[config.mk]
export PLATFORM = sky130hd
export DESIGN_NAME = mmc_cmd_framer
export DESIGN_NICKNAME = d
export VERILOG_FILES = /design/src/rtl/mmc_cmd_framer.sv
export SDC_FILE = /design/constraint.sdc
export NUM_CORES = 1
export LEC_CHECK = 0
export CORE_AREA = 2 2 134 136
export CTS_CLUSTER_DIAMETER = 120
export CTS_CLUSTER_SIZE = 10
export DETAILED_ROUTE_END_ITERATION = 8
export DIE_AREA = 0 0 136 138
export MAX_ROUTING_LAYER = met4
export PLACE_DENSITY = 0.46
export SYNTH_ARGS = -nofsm -noshare
export SYNTH_HDL_FRONTEND = slang
export SYNTH_SLANG_ARGS = --single-unit
[constraint.sdc]
create_clock -name clk -period 4.2 [get_ports clk]
set_input_delay 0.63 -clock clk [delete_from_list [all_inputs] [get_ports clk]]
set_output_delay 0.63 -clock clk [all_outputs]
set_load 0.01 [all_outputs]
[src/rtl/mmc_cmd_framer.sv]
// MMC/SD CMD-line deserializer: oversamples mmc_clk/mmc_cmd, frames 48-bit packets with CRC7 status.
// Optional macro MMC_FRAMER_CRC_DROP_EN suppresses frames that fail the CRC check.
module mmc_cmd_framer #(
  parameter int SYNC_STAGES = 2
) (
  input  logic        clk,
  input  logic        reset_i,
  input  logic        mmc_clk,
  input  logic        mmc_cmd,
  output logic [47:0] msg_packet,
  output logic        msg_valid,
  output logic        crc_ok,
  output logic        frame_err,
  output logic        long_busy
);
  typedef enum logic [1:0] {
    ST_IDLE  = 2'd0,
    ST_SHIFT = 2'd1,
    ST_LONG  = 2'd2
  } state_t;

  function automatic logic [6:0] crc7_step(input logic [6:0] crc, input logic din);
    logic fb;
    fb = din ^ crc[6];
    crc7_step = {crc[5:0], 1'b0} ^ (fb ? 7'h09 : 7'h00);
  endfunction

  logic [SYNC_STAGES-1:0] clk_sync_r, cmd_sync_r;
  logic        clk_prev_r;
  state_t      state_r, state_nxt_s;
  logic [47:0] shift_r, shift_nxt_s, frame_s, packet_nxt_s;
  logic [7:0]  cnt_r, cnt_nxt_s;
  logic [6:0]  crc_r, crc_nxt_s;
  logic        r2_pending_r, r2_nxt_s, r3_pending_r, r3_nxt_s;
  logic        sample_s, bit_s, host_s, crc_good_s;
  logic [5:0]  idx_s;
  logic        valid_nxt_s, crc_ok_nxt_s, ferr_nxt_s, busy_nxt_s;

  assign sample_s = clk_sync_r[SYNC_STAGES-1] & ~clk_prev_r;
  assign bit_s    = cmd_sync_r[SYNC_STAGES-1];

  // Synchronize the target pins and remember the previous clock level for edge detection
  always_ff @(posedge clk or posedge reset_i) begin
    if (reset_i) begin
      clk_sync_r <= '0;
      cmd_sync_r <= '1;
      clk_prev_r <= 1'b0;
    end else begin
      clk_sync_r <= {clk_sync_r[SYNC_STAGES-2:0], mmc_clk};
      cmd_sync_r <= {cmd_sync_r[SYNC_STAGES-2:0], mmc_cmd};
      clk_prev_r <= clk_sync_r[SYNC_STAGES-1];
    end
  end

  // Framing state machine: next state, datapath and output values
  always_comb begin
    frame_s      = {shift_r[46:0], bit_s};
    host_s       = frame_s[46];
    idx_s        = frame_s[45:40];
    // A response answering CMD1/CMD41 carries no valid CRC, so it is exempt.
    crc_good_s   = (crc_r == frame_s[7:1]) || (r3_pending_r && !host_s);
    state_nxt_s  = state_r;
    shift_nxt_s  = shift_r;
    cnt_nxt_s    = cnt_r;
    crc_nxt_s    = crc_r;
    r2_nxt_s     = r2_pending_r;
    r3_nxt_s     = r3_pending_r;
    packet_nxt_s = msg_packet;
    crc_ok_nxt_s = crc_ok;
    valid_nxt_s  = 1'b0;
    ferr_nxt_s   = 1'b0;
    if (sample_s) begin
      case (state_r)
        ST_IDLE: begin
          if (!bit_s) begin
            state_nxt_s = ST_SHIFT;
            shift_nxt_s = 48'd0;
            cnt_nxt_s   = 8'd1;
            crc_nxt_s   = 7'd0;
          end else begin
            state_nxt_s = ST_IDLE;
          end
        end
        ST_SHIFT: begin
          shift_nxt_s = frame_s;
          if (cnt_r <= 8'd39) begin
            crc_nxt_s = crc7_step(crc_r, bit_s);
          end else begin
            crc_nxt_s = crc_r;
          end
          if ((cnt_r == 8'd1) && r2_pending_r && !bit_s) begin
            state_nxt_s = ST_LONG;
            cnt_nxt_s   = 8'd2;
            r2_nxt_s    = 1'b0;
          end else if (cnt_r == 8'd47) begin
            state_nxt_s = ST_IDLE;
            cnt_nxt_s   = 8'd0;
            r3_nxt_s    = host_s && ((idx_s == 6'd1) || (idx_s == 6'd41));
            if (host_s) begin
              r2_nxt_s = (idx_s == 6'd2) || (idx_s == 6'd9) || (idx_s == 6'd10);
            end else begin
              r2_nxt_s = r2_pending_r;
            end
            if (!bit_s) begin
              ferr_nxt_s = 1'b1;
            end else begin
`ifdef MMC_FRAMER_CRC_DROP_EN
              if (crc_good_s) begin
                packet_nxt_s = frame_s;
                valid_nxt_s  = 1'b1;
                crc_ok_nxt_s = 1'b1;
              end else begin
                packet_nxt_s = msg_packet;
              end
`else
              packet_nxt_s = frame_s;
              valid_nxt_s  = 1'b1;
              crc_ok_nxt_s = crc_good_s;
`endif
            end
          end else begin
            cnt_nxt_s = cnt_r + 8'd1;
          end
        end
        ST_LONG: begin
          if (cnt_r == 8'd135) begin
            state_nxt_s = ST_IDLE;
            cnt_nxt_s   = 8'd0;
          end else begin
            cnt_nxt_s = cnt_r + 8'd1;
          end
        end
        default: begin
          state_nxt_s = ST_IDLE;
          cnt_nxt_s   = 8'd0;
        end
      endcase
    end else begin
      state_nxt_s = state_r;
    end
    busy_nxt_s = (state_nxt_s == ST_LONG);
  end

  // State, datapath and registered outputs
  always_ff @(posedge clk or posedge reset_i) begin
    if (reset_i) begin
      state_r      <= ST_IDLE;
      shift_r      <= 48'd0;
      cnt_r        <= 8'd0;
      crc_r        <= 7'd0;
      r2_pending_r <= 1'b0;
      r3_pending_r <= 1'b0;
      msg_packet   <= 48'd0;
      msg_valid    <= 1'b0;
      crc_ok       <= 1'b0;
      frame_err    <= 1'b0;
      long_busy    <= 1'b0;
    end else begin
      state_r      <= state_nxt_s;
      shift_r      <= shift_nxt_s;
      cnt_r        <= cnt_nxt_s;
      crc_r        <= crc_nxt_s;
      r2_pending_r <= r2_nxt_s;
      r3_pending_r <= r3_nxt_s;
      msg_packet   <= packet_nxt_s;
      msg_valid    <= valid_nxt_s;
      crc_ok       <= crc_ok_nxt_s;
      frame_err    <= ferr_nxt_s;
      long_busy    <= busy_nxt_s;
    end
  end
endmodule

==> flow_summary.yaml, run 1 <==
drt:
  wl_met3_microns: 350
  met2WireLength_mm: 4.53
  viasPerCell: 4.68
  wire_per_inst_microns: 15.6
  first_pass_iters: 4
  drt_iter0_markers: 206
  post-route-drc-count: 0
  top_layer: "met4"
  met1Wirelength_mm: 4.99
  wl_mm: 10.1
  vias: 3030
  ant_nets: 0
global_routing:
  grt-ovfl-total: 0
  grt_max_degree: 63
  grtUsageTotal_pct: 11.9
  antenna_found_initial: 0
  grt_pass1_vias: 3151
  grt_pass1_wl_mm: 17.0
final_layout:
  area_growth_pct: 26.1
  layout.cells.non_filler: 648
  fillers: 1717
  nNetsFinal: 414
  n_antenna_cell: 0
  drive_gt1_share_pct: 22.2
  multiInputGateArea_sq_mm: 0.00189
  seqCellArea_sq_mm: 0.00308
  final_area_sq_mm: 0.00643
setup_path:
  path_buf_inv: 1
  critPathMaxStageDelay_ns: 0.60
  reg2reg_depth: 6
  crit_cells: 6
  cp-end-kind: "flip-flop"
  crit_required_ns: 4.50
  cp_max_fo: 33
  worst_path_max_delay_cell: "nand3_4"
  start_kind: "flip-flop"
  crit_type: "reg2reg"
  crit_family: "simple AND/OR/NAND/NOR gates"
  cp_cell_sequence: "ha_1 -> nand3_1 -> nor4b_4 -> nand3_4 -> buf_4 -> mux2_4"
  cp.arrival_ns: 3.19
yosys:
  synth_edf_count: 0
  synth_cell_types: 47
  async_reset_ff_share_pct: 100
  yosys.area_share.xor_xnor_pct: 2.58
  synthCells: 348
  synthMuxAreaShare_pct: 14.7
  synth_sequential_area_ratio_pct: 60.4
  synth-seq-cells: 123
  synth_compound_area_share_pct: 12.1
  synth_top_family_by_area: "multiplexers"
  syn_area_sq_mm: 0.00510
  syn_nets: 354
  synth_warnings: 0
  syn_area_per_cell_sq_um: 14.7
  synth_fa_ha_area_share_pct: 0.491
  synthFlopType: "dfrtp_1"
  synth_simple_gate_area_share_pct: 7.02
clocking:
  clk_latency_ns: 0.41
  cts.sinks: 123
  htree_levels: 4
  cts_root_buf: "clkbuf_16"
  clk_pin_slew_ns: 0.05
  numCtsBuffers: 17
  tritoncts: "built"
  hold_buffers: 0
  postCtsResizedCells: 0
  postCtsSetupRepairBufs: 0
  cts_max_path_buffers: 2
floorplanning:
  dieArea_sq_mm: 0.0188
  fp.dieH_microns: 138
  core_area_sq_mm: 0.0175
  io_pins: 56
  dieWidth_microns: 136
  initial_core_util_pct: 29.1
  row_count: 49
sta:
  rsz0062_at_grt: "no"
  fmax_mhz: 346
  worstMarginPinSlew_ns: 0.780
  finalSetupViolCount: 0
  period_needed_ns: 2.89
  holdWs_ns: 0.349
  slew_headroom_pct: 48.0
  setup_tns_ns: 0
  hold_viol_final: 0
  period_share_pct: 68.8
  finalClockSkew_ns: 0.00485
  drv_slew: 0
pwr:
  cellPowerDensity_mw_per_mm2: 489
  leakagePower_nw: 3.05
  ir_drop_mv: 0.290
placed_design:
  dp.cells: 618
  routabilityCongestion: 0.790
  port_buffers: 55
  place_area_sq_mm: 0.00587
  dp.final_hpwl_mm: 6.27
job:
  drv_cap: 0
min_path:
  hold_depth: 0
  hp-class: "reg2reg"
run_status:
  status: "finished clean"
cell usage after synthesis (all sizes together), types with 3 or more instances:
cell type / number / area [sq um]
mux2i: 3 / 30.0
nor3: 8 / 40.0
xor2: 3 / 26.3
nand2: 9 / 33.8
nand2b: 5 / 31.3
clkbuf: 9 / 33.8
dfrtp: 121 / 3030
a22o: 53 / 464
a21oi: 4 / 20.0
or2: 3 / 18.8
mux2: 48 / 721
inv: 6 / 22.5
nor2: 15 / 58.8
nand3: 7 / 47.6
buf: 10 / 80.1
xnor2: 12 / 105
metal layers:
| metal | track usage [%] | vias up |
|---|---|---|
| met2 | 16.3 | 54 |
| met3 | 3.15 | 21 |
| met5 | - | - |
| met1 | 16.2 | 1556 |
| met4 | 6.09 | 0 |
| li1 | - | 1399 |
cell families (layout without fill, tap and decap cells):
group           Yosys count  after routing
flops                   123            123
compound gates           72             72
simple gates             60             60
mux                      51             51
buf+inv                  25             96
xor+xnor                 15             15
fa+ha+maj                 2              2
layout by cell type (no fill, tap or decap), types with 4 or more instances in the layout:
cell,instances
xnor2_1,12
nand2b_1,5
a21oi_1,4
buf_4,5
clkbuf_16,17
nand3_1,6
nand2_1,9
a22o_1,53
inv_1,5
clkbuf_8,5
dfrtp_1,121
nor2_1,14
nor3_1,8
clkdlybuf4s50_1,55
mux2_4,48
layout make-up:
type	instances	share of cell area, %
repair buffers	60	9.14
inverters	6	0.389
multi-input cells	200	29.4
clock inverters	6	0.973
clock buffers	24	7.80
flip-flops and latches	123	47.9
well taps	229	4.45
flip-flops by register name, indices dropped and copies added (netlist names):
name	flops
clk_prev_r	1
clk_sync_r	2
cmd_sync_r	2
cnt_r	8
crc_ok	1
crc_r	7
frame_err	1
long_busy	1
msg_packet	48
msg_valid	1
r2_pending_r	1
r3_pending_r	1
shift_r	47
state_r	2
where the power goes:
part | switching, W | internal (W)
sequential | 0.000121 | 0.00129
combinational | 0.000171 | 0.000179
clock | 0.000506 | 0.000883
total | 0.000798 | 0.00235
worst paths after layout:
check	start	slack, ns	end
max	cnt_r[0]	1.31	msg_packet[18]
min	clk_sync_r[0]	0.35	clk_sync_r[1]
max reg2reg	cnt_r[0]	1.31	msg_packet[18]
min reg2reg	clk_sync_r[0]	0.35	clk_sync_r[1]
max in group asynchronous	reset_i	2.54	msg_packet[8]
min in group asynchronous	reset_i	0.74	msg_packet[29]
metrics by stage:
| stage | worst slack (ns) | util (%) | power (W) |
|---|---|---|---|
| floorplan | 0.302 | - | 0.00167 |
| global placement | 1.42 | 33.5 | 0.00177 |
| detailed placement | 1.33 | 33.5 | 0.00178 |
| CTS | 1.31 | 36.7 | 0.00318 |
| global route | 1.16 | 36.7 | 0.00329 |
| finish | 1.31 | 36.7 | 0.00314 |
Note: power is estimated with default switching activity, not from simulation.
==> inputs of run 2 (changes only) <==
Clock period 4.2 ns to 3 ns, I/O delays scaled along.
==> run 2 against run 1 <==
  * First-iteration DRC count down 15%
  * Clock power up 78%
  * Clock skew up 0.0040 ns
  * Power grew 57%
  * Combinational power is 41% higher
  * Setup slack lost 0.73 ns
  * Die area unchanged
  * Fmax grew 19%
  * Largest power group is now the clock network
  * Routed wire length fell by 0.73%
==> flow_summary.yaml, run 2 (same netlist as run 1, synthesis figures left out) <==
sta:
  finalSetupViolCount: 0
  fmax_mhz: 413
  slew_headroom_pct: 36.4
  drv_slew: 0
  period_needed_ns: 2.42
  rsz0062_at_grt: "no"
  finalClockSkew_ns: 0.00887
  setup_tns_ns: 0
  period_share_pct: 80.7
  hold_viol_final: 0
  worstMarginPinSlew_ns: 0.955
setup_path:
  worst_path_max_delay_cell: "dfrtp_1"
  cp_cell_sequence: "ha_1 -> nand3_1 -> nor4b_4 -> nand3_4 -> buf_4 -> mux2_4"
  cp.arrival_ns: 2.72
  path_buf_inv: 1
  critPathMaxStageDelay_ns: 0.44
  reg2reg_from: "cnt_r[0]"
  reg2reg_depth: 6
  crit_family: "simple AND/OR/NAND/NOR gates"
  crit_type: "reg2reg"
  cp-startpoint: "cnt_r[0]"
  cp-end-kind: "flip-flop"
  crit_required_ns: 3.30
  rrSetupSlack_ns: 0.58
  cp_max_fo: 50
  start_kind: "flip-flop"
  reg2reg_to: "msg_packet[39]"
placed_design:
  dp.cells: 617
  port_buffers: 55
  dp.final_hpwl_mm: 5.99
  routabilityCongestion: 0.845
  place_area_sq_mm: 0.00587
pwr:
  swShare_pct: 23.6
  leakagePower_nw: 3.12
  clkPwrFrac_pct: 50.2
  p_sw_w: 0.00117
  ir_drop_mv: 0.422
  internal_power_w: 0.00378
  cellPowerDensity_mw_per_mm2: 750
  comb_power_share_pct: 10.0
  p_seq_share_pct: 39.8
final_layout:
  final_common_cell: "dfrtp_1"
  final_area_sq_mm: 0.00659
  final_util_pct: 37.6
  largest_register: "msg_packet"
  final_cell_mix: "dfrtp_1, clkdlybuf4s50_1, a22o_1, mux2_4, clkbuf_16"
  layout.cells.non_filler: 649
  nNetsFinal: 413
  largestRegisters: "msg_packet: 48 flops, shift_r: 47 flops, cnt_r: 8 flops"
  area_growth_pct: 29.2
  n_antenna_cell: 0
  fillers: 1678
  largest_reg_flops: 48
  drive_gt1_share_pct: 22.9
drt:
  first_pass_iters: 5
  post-route-drc-count: 0
  vias: 3022
  ant_nets: 0
  wl_mm: 10.0
  drt_iter0_markers: 176
  viasPerCell: 4.66
  wire_per_inst_microns: 15.5
min_path:
  hold_depth: 0
  holdPathEnd: "cmd_sync_r[1]"
  hp-class: "reg2reg"
  hp-start: "cmd_sync_r[0]"
run_status:
  status: "finished clean"
global_routing:
  grtUsageTotal_pct: 12.1
  antenna_found_initial: 0
  grt-ovfl-total: 0
  grt_pass1_wl_mm: 17.3
  grt_pass1_vias: 3144
  grt_max_degree: 124
floorplanning:
  dieWidth_microns: 136
  core_area_sq_mm: 0.0175
  initial_core_util_pct: 29.1
  row_count: 49
  dieArea_sq_mm: 0.0188
  io_pins: 56
  fp.dieH_microns: 138
clocking:
  postCtsSetupRepairBufs: 0
  numCtsBuffers: 17
  hold_buffers: 0
  clk_pin_slew_ns: 0.06
  postCtsResizedCells: 0
  cts_root_buf: "clkbuf_16"
  clk_latency_ns: 0.41
  cts_max_path_buffers: 2
  tritoncts: "built"
  cts.sinks: 123
  htree_levels: 4
job:
  drv_cap: 0
-- run 2: power by group through the flow --
stage	combinational [W]	sequential, W	clock [W]
finish	0.000495	0.00197	0.00248
global placement	0.000488	0.00199	0
CTS	0.000502	0.00197	0.00254
floorplan	0.000387	0.00195	0
detailed placement	0.000499	0.00200	0
global route	0.000556	0.00199	0.00263
-- run 2: how the worst max path moves through the flow --
stage / end / cells past startpoint
floorplan: clk_prev_r / 1
global placement: msg_packet[33] / 6
detailed placement: msg_packet[3] / 6
CTS: msg_packet[3] / 6
global route: msg_packet[38] / 6
finish: msg_packet[39] / 6
-- run 2: final cells by class --
class / instances / area, sq um / area share [%]
Multi-Input combinational cell: 200 / 1890 / 28.6
Clock inverter: 15 / 292 / 4.42
Clock buffer: 17 / 425 / 6.45
Timing Repair Buffer: 59 / 593 / 9.00
Inverter: 6 / 26.3 / 0.399
Tap cell: 229 / 287 / 4.35
Sequential cell: 123 / 3080 / 46.7
-- run 2: per-stage QoR --
| step | setup WS (ns) | hold slack [ns] | power (W) |
|---|---|---|---|
| finish | 0.578 | 0.358 | 0.00495 |
| global route | 0.434 | 0.365 | 0.00518 |
| CTS | 0.587 | 0.359 | 0.00501 |
| detailed placement | 0.606 | 0.347 | 0.00250 |
| global placement | 0.695 | 0.336 | 0.00248 |
| floorplan | 1.04 | 0.331 | 0.00234 |
-- run 2: layer usage --
layer	part of all wire, %	global-route usage [%]	vias to the layer above	wire length (microns)
li1	-	-	1403	-
met5	0	-	-	0
met1	49	16.7	1524	4940
met2	44	16.5	79	4440
met3	4.4	3.41	16	441
met4	2.2	5.54	0	216
==> inputs of run 3 (changes only) <==
Settings changed: PLACE_DENSITY 0.46 to 0.48.
Clock period 3 ns to 2.2 ns, I/O delays scaled along.
==> run 3 against run 2 <==
  * Clock skew is 0.00078 ns higher
  * Routed wire length up 4.1%
  * First-iteration DRC count grew 55%
  * Non-clock buffer count is 9 higher
  * Critical path depth did not move
  * Highest routed layer unchanged
  * Count of clock-buffer cells in the layout rose by 9
  * Largest power group unchanged
  * Setup slack lost 0.37 ns
  * Die area unchanged
  * Core utilization decreased by 0.21 points
==> flow_summary.yaml, run 3 (same netlist as run 1, synthesis figures left out) <==
placed_design:
  dp.cells: 626
  place_area_sq_mm: 0.00597
  dp.final_hpwl_mm: 6.51
  port_buffers: 55
  routabilityCongestion: 0.823
setup_path:
  start_kind: "flip-flop"
  rrSetupSlack_ns: 0.21
  crit_cells: 6
  worst_path_max_delay_cell: "dfrtp_1"
  critPathMaxStageDelay_ns: 0.40
  path_buf_inv: 1
  cp_cell_sequence: "ha_1 -> nand3_1 -> nor4b_4 -> nand3_4 -> buf_12 -> mux2_4"
  crit_type: "reg2reg"
  reg2reg_depth: 6
  cp_max_fo: 50
  reg2reg_from: "cnt_r[1]"
  cp-end-kind: "flip-flop"
  cp.arrival_ns: 2.28
  crit_required_ns: 2.49
  crit_family: "simple AND/OR/NAND/NOR gates"
  cp-startpoint: "cnt_r[1]"
final_layout:
  largest_register: "msg_packet"
  final_cell_mix: "dfrtp_1, clkdlybuf4s50_1, a22o_1, mux2_4, clkbuf_16"
  final_area_sq_mm: 0.00655
  layout.cells.non_filler: 657
  largestRegisters: "msg_packet: 48 flops, shift_r: 47 flops, cnt_r: 8 flops"
  area_growth_pct: 28.5
  nNetsFinal: 422
  multiInputGateArea_sq_mm: 0.00189
  final_common_cell: "dfrtp_1"
  seqCellArea_sq_mm: 0.00308
  drive_gt1_share_pct: 24.1
  largest_reg_flops: 48
  n_antenna_cell: 0
  fillers: 1694
clocking:
  hold_buffers: 0
  tritoncts: "built"
  clk_latency_ns: 0.41
  postCtsSetupRepairBufs: 0
  cts_root_buf: "clkbuf_16"
  cts_max_path_buffers: 2
  htree_levels: 4
  clk_pin_slew_ns: 0.06
  cts.sinks: 123
  numCtsBuffers: 17
  postCtsResizedCells: 0
drt:
  first_pass_iters: 4
  vias: 3070
  ant_nets: 0
  post-route-drc-count: 0
  drt_iter0_markers: 273
  viasPerCell: 4.67
  wire_per_inst_microns: 15.9
  wl_mm: 10.5
global_routing:
  grt_pass1_vias: 3254
  grtUsageTotal_pct: 12.6
  grt_pass1_wl_mm: 17.6
  grt_max_degree: 51
  grt-ovfl-total: 0
  antenna_found_initial: 0
sta:
  hold_viol_final: 0
  slew_headroom_pct: 64.4
  period_share_pct: 90.5
  rsz0062_at_grt: "no"
  drv_slew: 0
  fmax_mhz: 502
  finalClockSkew_ns: 0.00965
  finalSetupViolCount: 0
  worstMarginPinSlew_ns: 0.534
  setup_tns_ns: 0
  period_needed_ns: 1.99
pwr:
  cellPowerDensity_mw_per_mm2: 933
  leakagePower_nw: 3.12
  ir_drop_mv: 0.570
run_status:
  status: "finished clean"
min_path:
  hp-class: "in2async"
floorplanning:
  dieWidth_microns: 136
  dieArea_sq_mm: 0.0188
  core_area_sq_mm: 0.0175
  initial_core_util_pct: 29.1
  fp.dieH_microns: 138
  row_count: 49
  io_pins: 56
job:
  drv_cap: 0
==> run 3: changes by cell type in the layout (fill, tap and decap cells not counted), moves of 2 or more <==
cell       before  now
inv_6           2    0
clkbuf_1        0    2
buf_4           3   10
clkbuf_8        0    7
bufinv_16       8    1
buf_12          1    3
==> run 3: power breakdown <==
part | switching, W | internal [W]
clock | 0.000959 | 0.00176
sequential | 0.000223 | 0.00245
combinational | 0.000355 | 0.000370
total | 0.00154 | 0.00458
==> run 3: routing by layer <==
layer	global-route usage (%)	wire, microns
met1	16.9	5040
met2	17.5	4740
met3	4.07	443
met4	5.26	228
met5	-	0
==> run 3: per-stage QoR <==
| stage | setup slack (ns) | util, % | power, W | hold WS (ns) |
|---|---|---|---|---|
| floorplan | 0.348 | - | 0.00319 | 0.331 |
| global placement | 0.246 | 34.0 | 0.00343 | 0.340 |
| detailed placement | 0.200 | 34.0 | 0.00344 | 0.335 |
| CTS | 0.185 | 37.4 | 0.00619 | 0.308 |
| global route | 0.0263 | 37.4 | 0.00641 | 0.321 |
| finish | 0.209 | 37.4 | 0.00612 | 0.308 |
==> run 3: worst paths after layout <==
| kind | end |
|---|---|
| worst min register to register | clk_sync_r[1] |
| min in group clk | cmd_sync_r[0] |
| max in group asynchronous | cmd_sync_r[1] |
| worst max register to register | msg_packet[22] |
| worst max-delay path | msg_packet[22] |
| worst min-delay path | msg_packet[32] |
==> run 3: final cells by class <==
| type | instances | share of cell area [%] |
|---|---|---|
| Sequential cell | 123 | 47.0 |
| Tap cell | 229 | 4.37 |
| Clock inverter | 5 | 0.859 |
| Inverter | 6 | 0.401 |
| Multi-Input combinational cell | 200 | 28.8 |
| Clock buffer | 26 | 8.08 |
| Timing Repair Buffer | 68 | 10.5 |
